## config.mk

```make
export PLATFORM = sky130hd
export DESIGN_NAME = oursring_req_rr_arbiter
export DESIGN_NICKNAME = d
export VERILOG_FILES = /design/src/rtl/oursring_req_rr_arbiter.sv
export SDC_FILE = /design/constraint.sdc
export NUM_CORES = 1
export LEC_CHECK = 0
export ABC_CLOCK_PERIOD_IN_PS = 5400
export CORE_MARGIN = 10
export CORE_UTILIZATION = 45
export CTS_BUF_LIST = sky130_fd_sc_hd__clkbuf_8
export CTS_CLUSTER_DIAMETER = 40
export DETAILED_ROUTE_END_ITERATION = 8
export GPL_TIMING_DRIVEN = 0
export PLACE_DENSITY = 0.69
export SYNTH_ARGS = -nofsm -noshare
export SYNTH_HDL_FRONTEND = slang
export SYNTH_HIERARCHICAL = 1
export SYNTH_SLANG_ARGS = --single-unit
```

## constraint.sdc

```tcl
create_clock -name clk -period 5.4 [get_ports clk]
set_input_delay 1.35 -clock clk [delete_from_list [all_inputs] [get_ports clk]]
set_output_delay 1.35 -clock clk [all_outputs]
set_load 0.005 [all_outputs]
```

## src/rtl/oursring_req_rr_arbiter.sv

```systemverilog
// Ring request arbiter: round-robin AR and AW arbitration with grant lock,
// plus a W ordering queue that follows the order of AW grants.
module oursring_req_rr_arbiter_ch #(
    parameter int N  = 3,
    parameter int IW = $clog2(N)
) (
    input  logic          clk,
    input  logic          rst,
    input  logic          block,
    input  logic [N-1:0]  req_valid,
    output logic [N-1:0]  req_ready,
    output logic          out_valid,
    input  logic          out_ready,
    output logic [N-1:0]  sel,
    output logic          hs,
    output logic [IW-1:0] hs_idx
);
    localparam logic [N-1:0] ONE = 1;

    logic [IW-1:0] ptr, lock_idx, pick, idx;
    logic          lock, pick_ok, act;
    int            cand;

    always_comb begin
        pick_ok = 1'b0;
        pick    = '0;
        cand    = 0;
        for (int off = 0; off < N; off++) begin
            cand = int'(ptr) + off;
            if (cand >= N) cand = cand - N;
            if (!pick_ok && req_valid[IW'(cand)]) begin
                pick_ok = 1'b1;
                pick    = IW'(cand);
            end
        end
        // A stalled grant keeps its port regardless of newer requests
        idx       = lock ? lock_idx : pick;
        act       = !rst && !block && (lock || pick_ok);
        out_valid = act && req_valid[idx];
        sel       = act ? (ONE << idx) : '0;
        req_ready = (act && out_ready) ? (ONE << idx) : '0;
        hs        = out_valid && out_ready;
        hs_idx    = idx;
    end

    always_ff @(posedge clk) begin
        if (rst) begin
            ptr      <= '0;
            lock     <= 1'b0;
            lock_idx <= '0;
        end else if (hs) begin
            ptr  <= (idx == IW'(N - 1)) ? '0 : idx + 1'b1;
            lock <= 1'b0;
        end else if (out_valid) begin
            lock     <= 1'b1;
            lock_idx <= idx;
        end
    end
endmodule

module oursring_req_rr_arbiter #(
    parameter int N_IN_PORT = 3,
    parameter int WQ_DEPTH  = 4
) (
    input  logic                 clk,
    input  logic                 rst,
    input  logic [N_IN_PORT-1:0] i_arvalid,
    output logic [N_IN_PORT-1:0] i_arready,
    output logic                 o_arvalid,
    input  logic                 o_arready,
    output logic [N_IN_PORT-1:0] o_ar_sel,
    input  logic [N_IN_PORT-1:0] i_awvalid,
    output logic [N_IN_PORT-1:0] i_awready,
    output logic                 o_awvalid,
    input  logic                 o_awready,
    output logic [N_IN_PORT-1:0] o_aw_sel,
    input  logic [N_IN_PORT-1:0] i_wvalid,
    input  logic [N_IN_PORT-1:0] i_wlast,
    output logic [N_IN_PORT-1:0] i_wready,
    output logic                 o_wvalid,
    input  logic                 o_wready,
    output logic [N_IN_PORT-1:0] o_w_sel
);
    localparam int IW = $clog2(N_IN_PORT);
    localparam int QW = $clog2(WQ_DEPTH);
    localparam logic [N_IN_PORT-1:0] ONE = 1;

    logic          ar_hs, aw_hs, full, w_act, pop;
    logic [IW-1:0] ar_idx, aw_idx, head;
    logic [IW-1:0] wq [WQ_DEPTH];
    logic [QW-1:0] wr_ptr, rd_ptr;
    logic [QW:0]   count;

    oursring_req_rr_arbiter_ch #(.N(N_IN_PORT), .IW(IW)) u_ar (
        .clk(clk), .rst(rst), .block(1'b0),
        .req_valid(i_arvalid), .req_ready(i_arready),
        .out_valid(o_arvalid), .out_ready(o_arready), .sel(o_ar_sel),
        .hs(ar_hs), .hs_idx(ar_idx)
    );

    // AW is held off while the order queue is full so no grant is lost
    oursring_req_rr_arbiter_ch #(.N(N_IN_PORT), .IW(IW)) u_aw (
        .clk(clk), .rst(rst), .block(full),
        .req_valid(i_awvalid), .req_ready(i_awready),
        .out_valid(o_awvalid), .out_ready(o_awready), .sel(o_aw_sel),
        .hs(aw_hs), .hs_idx(aw_idx)
    );

    assign full     = (count == (QW + 1)'(WQ_DEPTH));
    assign head     = wq[rd_ptr];
    assign w_act    = !rst && (count != '0);
    assign o_wvalid = w_act && i_wvalid[head];
    assign o_w_sel  = w_act ? (ONE << head) : '0;
    assign i_wready = (w_act && o_wready) ? (ONE << head) : '0;
    assign pop      = o_wvalid && o_wready && i_wlast[head];

    always_ff @(posedge clk) begin
        if (aw_hs) wq[wr_ptr] <= aw_idx;
    end

    always_ff @(posedge clk) begin
        if (rst) begin
            wr_ptr <= '0;
            rd_ptr <= '0;
            count  <= '0;
        end else begin
            if (aw_hs) wr_ptr <= wr_ptr + 1'b1;
            if (pop)   rd_ptr <= rd_ptr + 1'b1;
            case ({aw_hs, pop})
                2'b10:   count <= count + 1'b1;
                2'b01:   count <= count - 1'b1;
                default: count <= count;
            endcase
        end
    end

`ifndef SYNTHESIS
    always @(posedge clk) begin
        if (!rst) begin
            assert ($onehot0(i_arready));
            assert ($onehot0(i_awready));
            assert ($onehot0(i_wready));
            assert (count <= (QW + 1)'(WQ_DEPTH));
        end
    end
`endif
endmodule

```

==> metrics.txt, run 1 <==
Clock Sink Count 27; max-cap viol count 0; Post-DP HPWL 4.16 mm; initial antenna violation count 0; share of the synthesized area in the top cell type 16.5%; Power Density ~320 mW/mm^2; routed vias/inst 5.55; root buffer cell clkbuf_8; first-pass GRT wire length 9.01 mm; most frequent cell after synthesis inv_1; fin crit period 5.21 ns; share of cells above drive strength 1 16.8%; area leader, netlist dfxtp_1; htree depth 1; Avg WL per Cell 15.1 um; grt met3 use 3.05%; Crit. End Element primary output; Slew HR 59.7%; storage element area 621 sq um; Fmax 0.192 GHz; DIE HEIGHT 91.5 um; synth cell count leaders 23 x inv_1, 21 x nor2_1, 19 x dfxtp_1; CP required approximately 4.1 ns; nets 318; vias 1960; CTS tree built; antenna cells 0; met1 usage in global routing 14.6%; yosys warns 6; Post-synth EDFFs 8; Placement Setup Slack 0.0345 ns; Post-Route Skew 0.00198 ns; Synth Instances 248; most used cell, CP clkdlybuf4s50_1; Final setup viols 0; # fillers 439; Num CTS Buffers 3; Starting Density 47.4%; CP arrival about 3.9 ns; RSZ-0062 raised after global routing no; Mapped Area 0.00230 sq mm; CP Launch Type input pin; crit path cell chain clkdlybuf4s50_1, mux2i_1, o2bb2ai_1, or4b_4, a211oi_4, or2_2, nand2_1, clkdlybuf4s50_1; I/O Buffers 34; sequential share of the synthesized area a little over a quarter; die width 91.5 um; Synth cell types 77; largest net degree at the start of global routing 17; final hold vios 0; TNS Setup 0 ns; worst-margin pin slew 0.603 ns; Slowest Stage Delay on Critical Path 0.53 ns; placed cell area ~0.0027 sq mm; vias in the first global route a little under 2000; WS Path Type in -> out; reg2reg path depth 14; number of instances in the placed design ~350; Critical-path top delay cell or4b_4; FP Rows 25; ys async rst share 0%; Pleak 1.06 nW; Final WS setup ~0.19 ns; Routed WL 5.34 mm; GRT Residual Overflow 0; Tcrit/Tclk final 96.4%; met2 Track Usage GR around 22%; CP Max Fanout 5; multi-input logic area 0.00154 sq mm; antenna viol nets, final 0; DR iter-0 viols 61; fin. max-slew vios 0; status completed; Skew-Pair Late Insertion Delay 0.28 ns; Max VDD drop 0.277 mV; Worst Hold Class reg -> reg; net count after synthesis 279; Synth Flop Type dfxtp_1; post-synthesis to final-layout area growth 21.6%; gr usage total between 10% and 20%; GR peak layer met2; postcts setup bufs 0; maximum clock path buffer count 2; dominant cells by area after synthesis dfxtp_1 17%, edfxtp_1 10%, ha_1 7.1%; io pins 38; Clk pin slew, worst setup/hold paths 0.10 ns; Layout Cells excl Fill 353; Placer Congestion around 0.87; CTS Hold Bufs 0; Pre-Repair DR Iteration Count 4; drt drc 0; Synth Area per Inst 9.27 sq um; die area between 0.008 and 0.009 sq mm; core outline area 0.00485 sq mm; Hold Path Stages 1; Yosys reg bits 27; Post-Layout Inst Area 0.00280 sq mm
-- worst max-delay path: cells and delay by family --
family	cells	cell delay, ns
muxes	1	0.23
buffers and inverters	2	0.96
and+or+nand+nor	3	0.78
AOI/OAI and AO/OA	2	0.53
-- report_power, final --
part,leakage [nW],internal [mW],switching (mW)
clock network,0.0217,0.0525,0.0682
logic,0.809,0.229,0.267
registers,0.227,0.246,0.0241
-- per-layer routing --
| layer | wire, um | share of wire [%] |
|---|---|---|
| met5 | 0 | 0 |
| met4 | 44 | 0.82 |
| met3 | 235 | 4.4 |
| met2 | 2680 | 50 |
| met1 | 2370 | 44 |
-- cell families (layout without fill, tap and decap cells) --
kind of cell / count (synthesis) / after routing / synth area share, %
and+or+nand+nor: 101 / 101 / 26.9
AOI/OAI and AO/OA: 54 / 54 / 20.0
other: 1 / 1 / 0.163
muxes: 17 / 17 / 9.96
adders and majority gates: 14 / 14 / 7.95
DFF: 27 / 27 / 27.0
buffers and inverters: 31 / 69 / 6.91
xor gates and xnor gates: 3 / 3 / 1.14
-- timing repair --
| item | CTS | global route |
|---|---|---|
| setup endpoints to repair | 0 | 8 |
| resized for setup | 0 | 6 |
| hold endpoints to repair | 0 | 0 |
-- through the flow --
stage	utilization, %	total power [mW]	hold slack [ns]
2_1_floorplan	-	0.623	0.428
3_3_place_gp	56.2	0.757	0.441
3_5_place_dp	56.2	0.765	0.457
4_1_cts	57.2	0.885	0.471
5_1_grt	57.7	0.951	0.489
6_report	57.7	0.887	0.474
-- registers in the layout, indices dropped and copies added (netlist names), named ones only --
register       flops
wq                 8
u_ar/lock_idx      2
u_aw/lock          1
count              3
u_ar/lock          1
u_aw/lock_idx      2
u_aw/ptr           2
wr_ptr             2
u_ar/ptr           2
rd_ptr             2
-- path summary, 6_finish.rpt --
kind         slack, ns                      from                endpoint
max               0.19              i_awvalid[0]               o_awvalid
min               0.47    rd_ptr[1]$_SDFFE_PP0P_  rd_ptr[1]$_SDFFE_PP0P_
max reg2reg       1.64  u_aw/ptr[0]$_SDFFE_PP0P_   count[2]$_SDFFE_PP0P_
min reg2reg       0.47    rd_ptr[1]$_SDFFE_PP0P_  rd_ptr[1]$_SDFFE_PP0P_
-- final cells by class --
cell class,instances,area share (%)
Clock inverter,1,0.269
Sequential cell,27,22.2
Tap cell,67,3.00
Multi-Input combinational cell,190,55.0
Timing Repair Buffer,34,12.4
Clock buffer,3,1.48
Buffer,7,2.46
Inverter,24,3.22
-- placed cells by master (no fill, tap or decap), drive strengths merged, types with 4 or more instances in the layout --
master / count
a211oi: 4
a21oi: 10
and2: 10
and3: 5
buf: 5
clkbuf: 4
clkdlybuf4s50: 32
dfxtp: 19
edfxtp: 8
ha: 13
inv: 24
mux2: 5
mux2i: 10
nand2: 11
nand2b: 10
nand3: 5
nor2: 21
nor2b: 8
nor3: 6
o21ai: 9
o31ai: 4
or3: 5
(Power assumes the default switching activity.)
==> run 2, diff against run 1 <==
PLACE_DENSITY = 0.71   (was 0.69)
SETUP_SLACK_MARGIN = 0.1   (was unset)
SYNTH_HIERARCHICAL = unset   (was 1)
==> metrics.txt, run 2 <==
status completed; post_cts resized 0 (unchanged); maximum clock path buffer count 2 (unchanged); Max VDD drop 0.216 mV (-22%); Pleak 0.902 nW (-15%); Post-DP HPWL 3.49 mm (-16%); Placement Setup Slack 0.178 ns (+0.143 ns); Synth Instances 230 (-7.3%); WS Path Type in -> out; antenna cells 0 (unchanged); nets 298 (-6.3%); fin. max-slew vios 0 (unchanged); commonest non-fill, non-tap cell in the layout clkdlybuf4s50_1; Num CTS Buffers 3 (unchanged); TNS Setup 0 ns (unchanged); max reg flops 8 (unchanged); worst-margin pin slew 0.538 ns (-0.0647 ns); worst hold slack 0.490 ns (+0.0160 ns); Placer Congestion 0.835 (-3.8%); Critical-path top delay cell clkdlybuf4s50_1; Power Density 268 mW/mm^2 (-16%); Slowest Stage Delay on Critical Path 0.58 ns (+0.05 ns); dominant cells by area after synthesis dfxtp_1 19%, edfxtp_1 12%, ha_1 7.0%; Final Power 0.651 mW (-27%); postcts setup bufs 0 (unchanged); Synth Flop Type dfxtp_1; die area 0.00741 sq mm (-11%); CTS Hold Bufs 0 (unchanged); fin crit period 4.91 ns (-0.294 ns); GRT Residual Overflow 0 (unchanged); share of the synthesized area in the top cell type 19.3% (+2.8 points); routed vias/inst 5.61 (+0.98%); Worst Hold Class reg -> reg; sequential share of the synthesized area 31.6% (+4.6 points); critical path's top delay family buffers and inverters; Regs by FF count wq x8, count x3; antenna viol nets, final 0 (unchanged); CP Max Fanout 6 (+1); DIE HEIGHT 86.1 um (-5.9%); core outline area 0.00412 sq mm (-15%); Pre-Repair DR Iteration Count 4 (unchanged); Yosys reg bits 27 (unchanged); vias 1783 (-9.0%); Routed WL 4.56 mm (-15%); commonest non-fill, non-tap cells in the layout 33 x clkdlybuf4s50_1, 22 x inv_1, 19 x dfxtp_1, 18 x nor2_1, 14 x nand2_1; final hold vios 0 (unchanged); Post-Route Skew 0.00435 ns (+0.00238 ns); area leader, netlist dfxtp_1; Skew-Pair Late Insertion Delay 0.27 ns (about the same); ys async rst share 0% (unchanged); vias in the first global route 1613 (-18%); placed cell area 0.00237 sq mm (-13%); share of cells above drive strength 1 8.96% (-7.8 points); gr usage total 11.7% (-0.74 points); CP Launch Type input pin; Clk pin slew, worst setup/hold paths 0.09 ns (about the same); first-pass GRT wire length 7.56 mm (-16%); drt drc 0 (unchanged); CP required 4.05 ns (about the same); Fmax 0.204 GHz (+6.0%); Starting Density 47.8% (+0.39 points); Final setup viols 0 (unchanged); Avg WL per Cell 14.3 um (-5.1%); Mapped Area 0.00197 sq mm (-14%); Post-synth EDFFs 8 (unchanged); root buffer cell clkbuf_8; Post-Layout Inst Area 0.00243 sq mm (-13%); Final WS setup 0.488 ns (+0.294 ns); die width 86.1 um (-5.9%); most frequent cell after synthesis inv_1; Synth Area per Inst 8.55 sq um (-7.7%); initial antenna violation count 0 (unchanged); flop2flop setup slack 1.89 ns (+0.25 ns); Clock Sink Count 27 (unchanged); largest net degree at the start of global routing 17 (unchanged); crit path cell chain clkdlybuf4s50_1, inv_1, maj3_1, o211a_1, nor2_1, a22o_1, nor2b_1, clkdlybuf4s50_1; Largest Register wq; synth cell count leaders 22 x inv_1, 19 x dfxtp_1, 18 x nor2_1; yosys warns 0 (-6); RSZ-0062 raised after global routing no; Tcrit/Tclk final 91.0% (-5.4 points); htree depth 1 (unchanged); FP Rows 23 (-8.0%); Synth cell types 59 (-23%); post-synthesis to final-layout area growth 23.6%; max-cap viol count 0 (unchanged); Crit. End Element primary output; DR iter-0 viols 131 (+110%); CTS tree built; Buffers & Inverters on Critical Path 3 (+1); most used cell, CP clkdlybuf4s50_1; CP arrival 3.56 ns (-0.30 ns); I/O Buffers 34 (unchanged); net count after synthesis 259 (-7.2%); Slew HR 63.8% (+4.2 points); io pins 38 (unchanged)
run 2: changes by cell type after synthesis, moves of 4 or more:
cell / previous run / this run
nand2b_1: 10 / 4
and2_1: 8 / 12
a31oi_1: 0 / 4
mux2i_1: 9 / 5
run 2: per-layer routing:
metal,GRT usage (%),vias to the layer above,part of all wire (%)
li1,-,902,-
met1,15.4,819,47
met2,18.0,58,45
met5,0,-,0
met3,3.41,4,7.2
met4,2.99,0,1.0
run 2: tightest hold or removal path, delay by kind of cell (launching register included):
kind,cells,cell delay (ns)
DFF,1,0.33
muxes,1,0.06
and+or+nand+nor,1,0.06
run 2: worst paths after layout:
path / start / to / cells past startpoint
max reg2reg: u_aw.ptr[1]$_SDFFE_PP0P_ / count[2]$_SDFFE_PP0P_ / 16
min reg2reg: u_aw.lock_idx[1]$_SDFFE_PP0P_ / u_aw.lock_idx[1]$_SDFFE_PP0P_ / 2
max: i_arvalid[0] / i_arready[0] / 8
min: u_aw.lock_idx[1]$_SDFFE_PP0P_ / u_aw.lock_idx[1]$_SDFFE_PP0P_ / 2
run 2: layout make-up:
class,instances,area (sq um)
plain buffers,8,37.5
inverters,22,82.6
clock inverters,1,7.51
flip-flops and latches,27,621
multi-input cells,173,1240
clock buffers,3,41.3
fillers,402,1680
well taps,50,62.6
repair buffers,34,343
run 2: report_power, final:
part	internal (mW)	switching [mW]	total [mW]	leakage [nW]
registers	0.234	0.0155	0.250	0.228
logic	0.133	0.155	0.288	0.653
clock network	0.0522	0.0612	0.113	0.0217
total	0.419	0.232	0.651	0.902
run 2: kinds of logic (layout without fill, tap and decap cells):
logic type,Yosys count,after routing,share of synthesized area [%]
AOI/OAI and AO/OA,56,56,20.4
xor gates and xnor gates,4,4,1.78
adders and majority gates,13,13,8.52
buffers and inverters,30,68,6.11
DFF,27,27,31.6
muxes,9,9,6.17
and+or+nand+nor,91,91,25.5
run 2: through the flow:
| stage | instances | util, % |
|---|---|---|
| finish | 318 | 59.1 |
| floorplan | 230 | - |
| global placement | 314 | 57.6 |
| CTS | 318 | 58.8 |
| detailed placement | 314 | 57.6 |
| global route | 318 | 59.1 |
==> run 3, diff against run 2 <==
--- a/config.mk
+++ b/config.mk
@@ -12,6 +12,6 @@
 export CTS_CLUSTER_DIAMETER = 40
 export DETAILED_ROUTE_END_ITERATION = 8
+export DONT_BUFFER_PORTS = 1
 export GPL_TIMING_DRIVEN = 0
-export PLACE_DENSITY = 0.71
 export SETUP_SLACK_MARGIN = 0.1
 export SYNTH_ARGS = -nofsm -noshare
==> constraint.sdc (replaced) <==
create_clock -name clk -period 5.4 [get_ports clk]
set_input_delay 1.08 -clock clk [delete_from_list [all_inputs] [get_ports clk]]
set_output_delay 1.08 -clock clk [all_outputs]
set_load 0.005 [all_outputs]
==> metrics.txt, run 3 (synthesis gave the netlist of run 2 again) <==
status completed; Clk pin slew, worst setup/hold paths 0.09 ns (about the same); post_cts resized 0 (unchanged); post-synthesis to final-layout area growth 5.66%; core outline area 0.00412 sq mm (unchanged); antenna viol nets, final 0 (unchanged); Max VDD drop 0.221 mV (+1.9%); commonest non-fill, non-tap cells in the layout 22 x inv_1, 19 x dfxtp_1, 18 x nor2_1, 14 x nand2_1, 12 x and2_1; CTS Hold Bufs 0 (unchanged); routed vias/inst 5.81 (+3.6%); drt drc 0 (unchanged); Placer Congestion 0.881 (+5.6%); initial antenna violation count 0 (unchanged); Slew HR 64.8% (+0.97 points); Starting Density 47.8% (unchanged); gr usage total 11.7% (about the same); FP Rows 23 (unchanged); Tcrit/Tclk final 69.7% (-21 points); Buffers & Inverters on Critical Path 1 (-2); Power Density 289 mW/mm^2 (+8.0%); Largest Register wq; reg2reg path depth 15 (-1); die area 0.00741 sq mm (unchanged); # fillers 415 (+3.2%); Post-DP HPWL 3.41 mm (-2.2%); RSZ-0062 raised after global routing no; multi-input logic area 0.00123 sq mm (-0.81%); R2R Path Start u_aw.ptr[1]$_SDFFE_PP0P_; Fmax 0.266 GHz (+30%); Crit. End Element primary output; number of instances in the placed design 280 (-11%); vias 1649 (-7.5%); Worst Hold Class reg -> reg; Clk pwr share 19.5% (+2.1 points); Seq pwr share 41.7% (+3.3 points); CP Launch Type input pin; flop2flop setup slack 1.93 ns (+0.04 ns); Layout Cells excl Fill 284 (-11%); root buffer cell clkbuf_8; DIE HEIGHT 86.1 um (unchanged); CP arrival 2.69 ns (-0.87 ns); Pre-Repair DR Iteration Count 4 (unchanged); P_int 0.379 mW (-9.7%); Routed WL 4.41 mm (-3.3%); Gate power share 38.8% (-5.4 points); fin. max-slew vios 0 (unchanged); first-pass GRT wire length 7.36 mm (-2.6%); WS Path Type in -> out; Critical R2R Capture count[2]$_SDFFE_PP0P_; TNS Setup 0 ns (unchanged); share of cells above drive strength 1 9.40% (+0.45 points); CTS tree built; largest net degree at the start of global routing 17 (unchanged); Slowest Stage Delay on Critical Path 0.48 ns (-0.10 ns); max-cap viol count 0 (unchanged); maximum clock path buffer count 2 (unchanged); Hold EP u_aw.lock_idx[1]$_SDFFE_PP0P_; htree depth 1 (unchanged); I/O Buffers 0 (-100%); die width 86.1 um (unchanged); Sw Share 37.0% (+1.4 points); Avg WL per Cell 15.5 um (+8.3%); Final setup viols 0 (unchanged); Critical-path top delay cell o21ai_1; DR iter-0 viols 108 (-18%); worst-margin pin slew 0.524 ns (-0.0144 ns); nets 264 (-11%); Pleak 0.766 nW (-15%); final hold vios 0 (unchanged); switching pwr 0.222 mW (-4.1%); CP required 4.32 ns (+0.27 ns); antenna cells 0 (unchanged); critical path's top delay family compound AO/OA/AOI/OAI gates; CP Max Fanout 10 (+4); commonest non-fill, non-tap cell in the layout inv_1; crit path cell chain buf_2, mux2i_1, o221ai_1, o21ai_1, nand3_1, a21oi_2, or2_2; Post-Route Skew 0.00345 ns (-0.000898 ns); storage element area 621 sq um (unchanged); Skew-Pair Late Insertion Delay 0.27 ns (about the same); vias in the first global route 1512 (-6.3%); io pins 38 (unchanged); max reg flops 8 (unchanged); Regs by FF count wq x8, count x3; postcts setup bufs 0 (unchanged); Num CTS Buffers 3 (unchanged); GRT Residual Overflow 0 (unchanged); Hold Path Stages 2 (unchanged); Clock Sink Count 27 (unchanged); fin crit period 3.77 ns (-1.15 ns); hold path start u_aw.lock_idx[1]$_SDFFE_PP0P_
-- run 3: worst max-delay path by stage --
| stage | to | cells past startpoint | slack [ns] | start |
|---|---|---|---|---|
| 5_1_grt | count[2]$_SDFFE_PP0P_ | 14 | 1.50 | i_awvalid[1] |
| 3_5_place_dp | count[2]$_SDFFE_PP0P_ | 14 | 1.50 | i_awvalid[1] |
| 2_1_floorplan | count[2]$_SDFFE_PP0P_ | 15 | 1.83 | i_awvalid[1] |
| 6_report | o_awvalid | 7 | 1.63 | i_awvalid[1] |
| 3_3_place_gp | count[2]$_SDFFE_PP0P_ | 15 | 1.48 | i_awvalid[1] |
| 4_1_cts | o_awvalid | 7 | 1.63 | i_awvalid[0] |
-- run 3: worst min-delay path: cells and delay by family (launching register included) --
| kind | cells | cell delay [ns] |
|---|---|---|
| flip-flops | 1 | 0.32 |
| multiplexers | 1 | 0.06 |
| AND/OR/NAND/NOR | 1 | 0.05 |
-- run 3: final cells by class --
cell class	count	share of cell area [%]
multi-input cells	173	59.0
flip-flops and latches	27	29.9
inverters	22	3.97
well taps	50	3.01
clock buffers	3	1.99
plain buffers	8	1.81
clock inverters	1	0.361
-- run 3: metal layers --
metal	global-route usage (%)	vias up	share of wire [%]
met3	4.16	6	8.4
met1	15.0	764	47
li1	-	834	-
met2	17.7	45	44
met5	0	-	0
met4	3.59	0	0.82
-- run 3: power by group through the flow --
stage          sequential (mW)  clock [mW]  combinational (mW)
6_report                 0.250       0.117               0.233
5_1_grt                  0.253       0.128               0.263
4_1_cts                  0.250       0.123               0.233
3_5_place_dp             0.254           0               0.232
3_3_place_gp             0.255           0               0.232
2_1_floorplan            0.250           0               0.187
-- run 3: through the flow --
stage | worst slack [ns] | area (sq um) | power [mW] | hold WS, ns | util, %
floorplan | 1.83 | 1970 | 0.438 | 0.439 | -
global placement | 1.48 | 2030 | 0.487 | 0.460 | 49.3
detailed placement | 1.50 | 2030 | 0.487 | 0.465 | 49.3
CTS | 1.63 | 2080 | 0.606 | 0.480 | 50.5
global route | 1.50 | 2080 | 0.643 | 0.523 | 50.5
finish | 1.63 | 2080 | 0.601 | 0.474 | 50.5
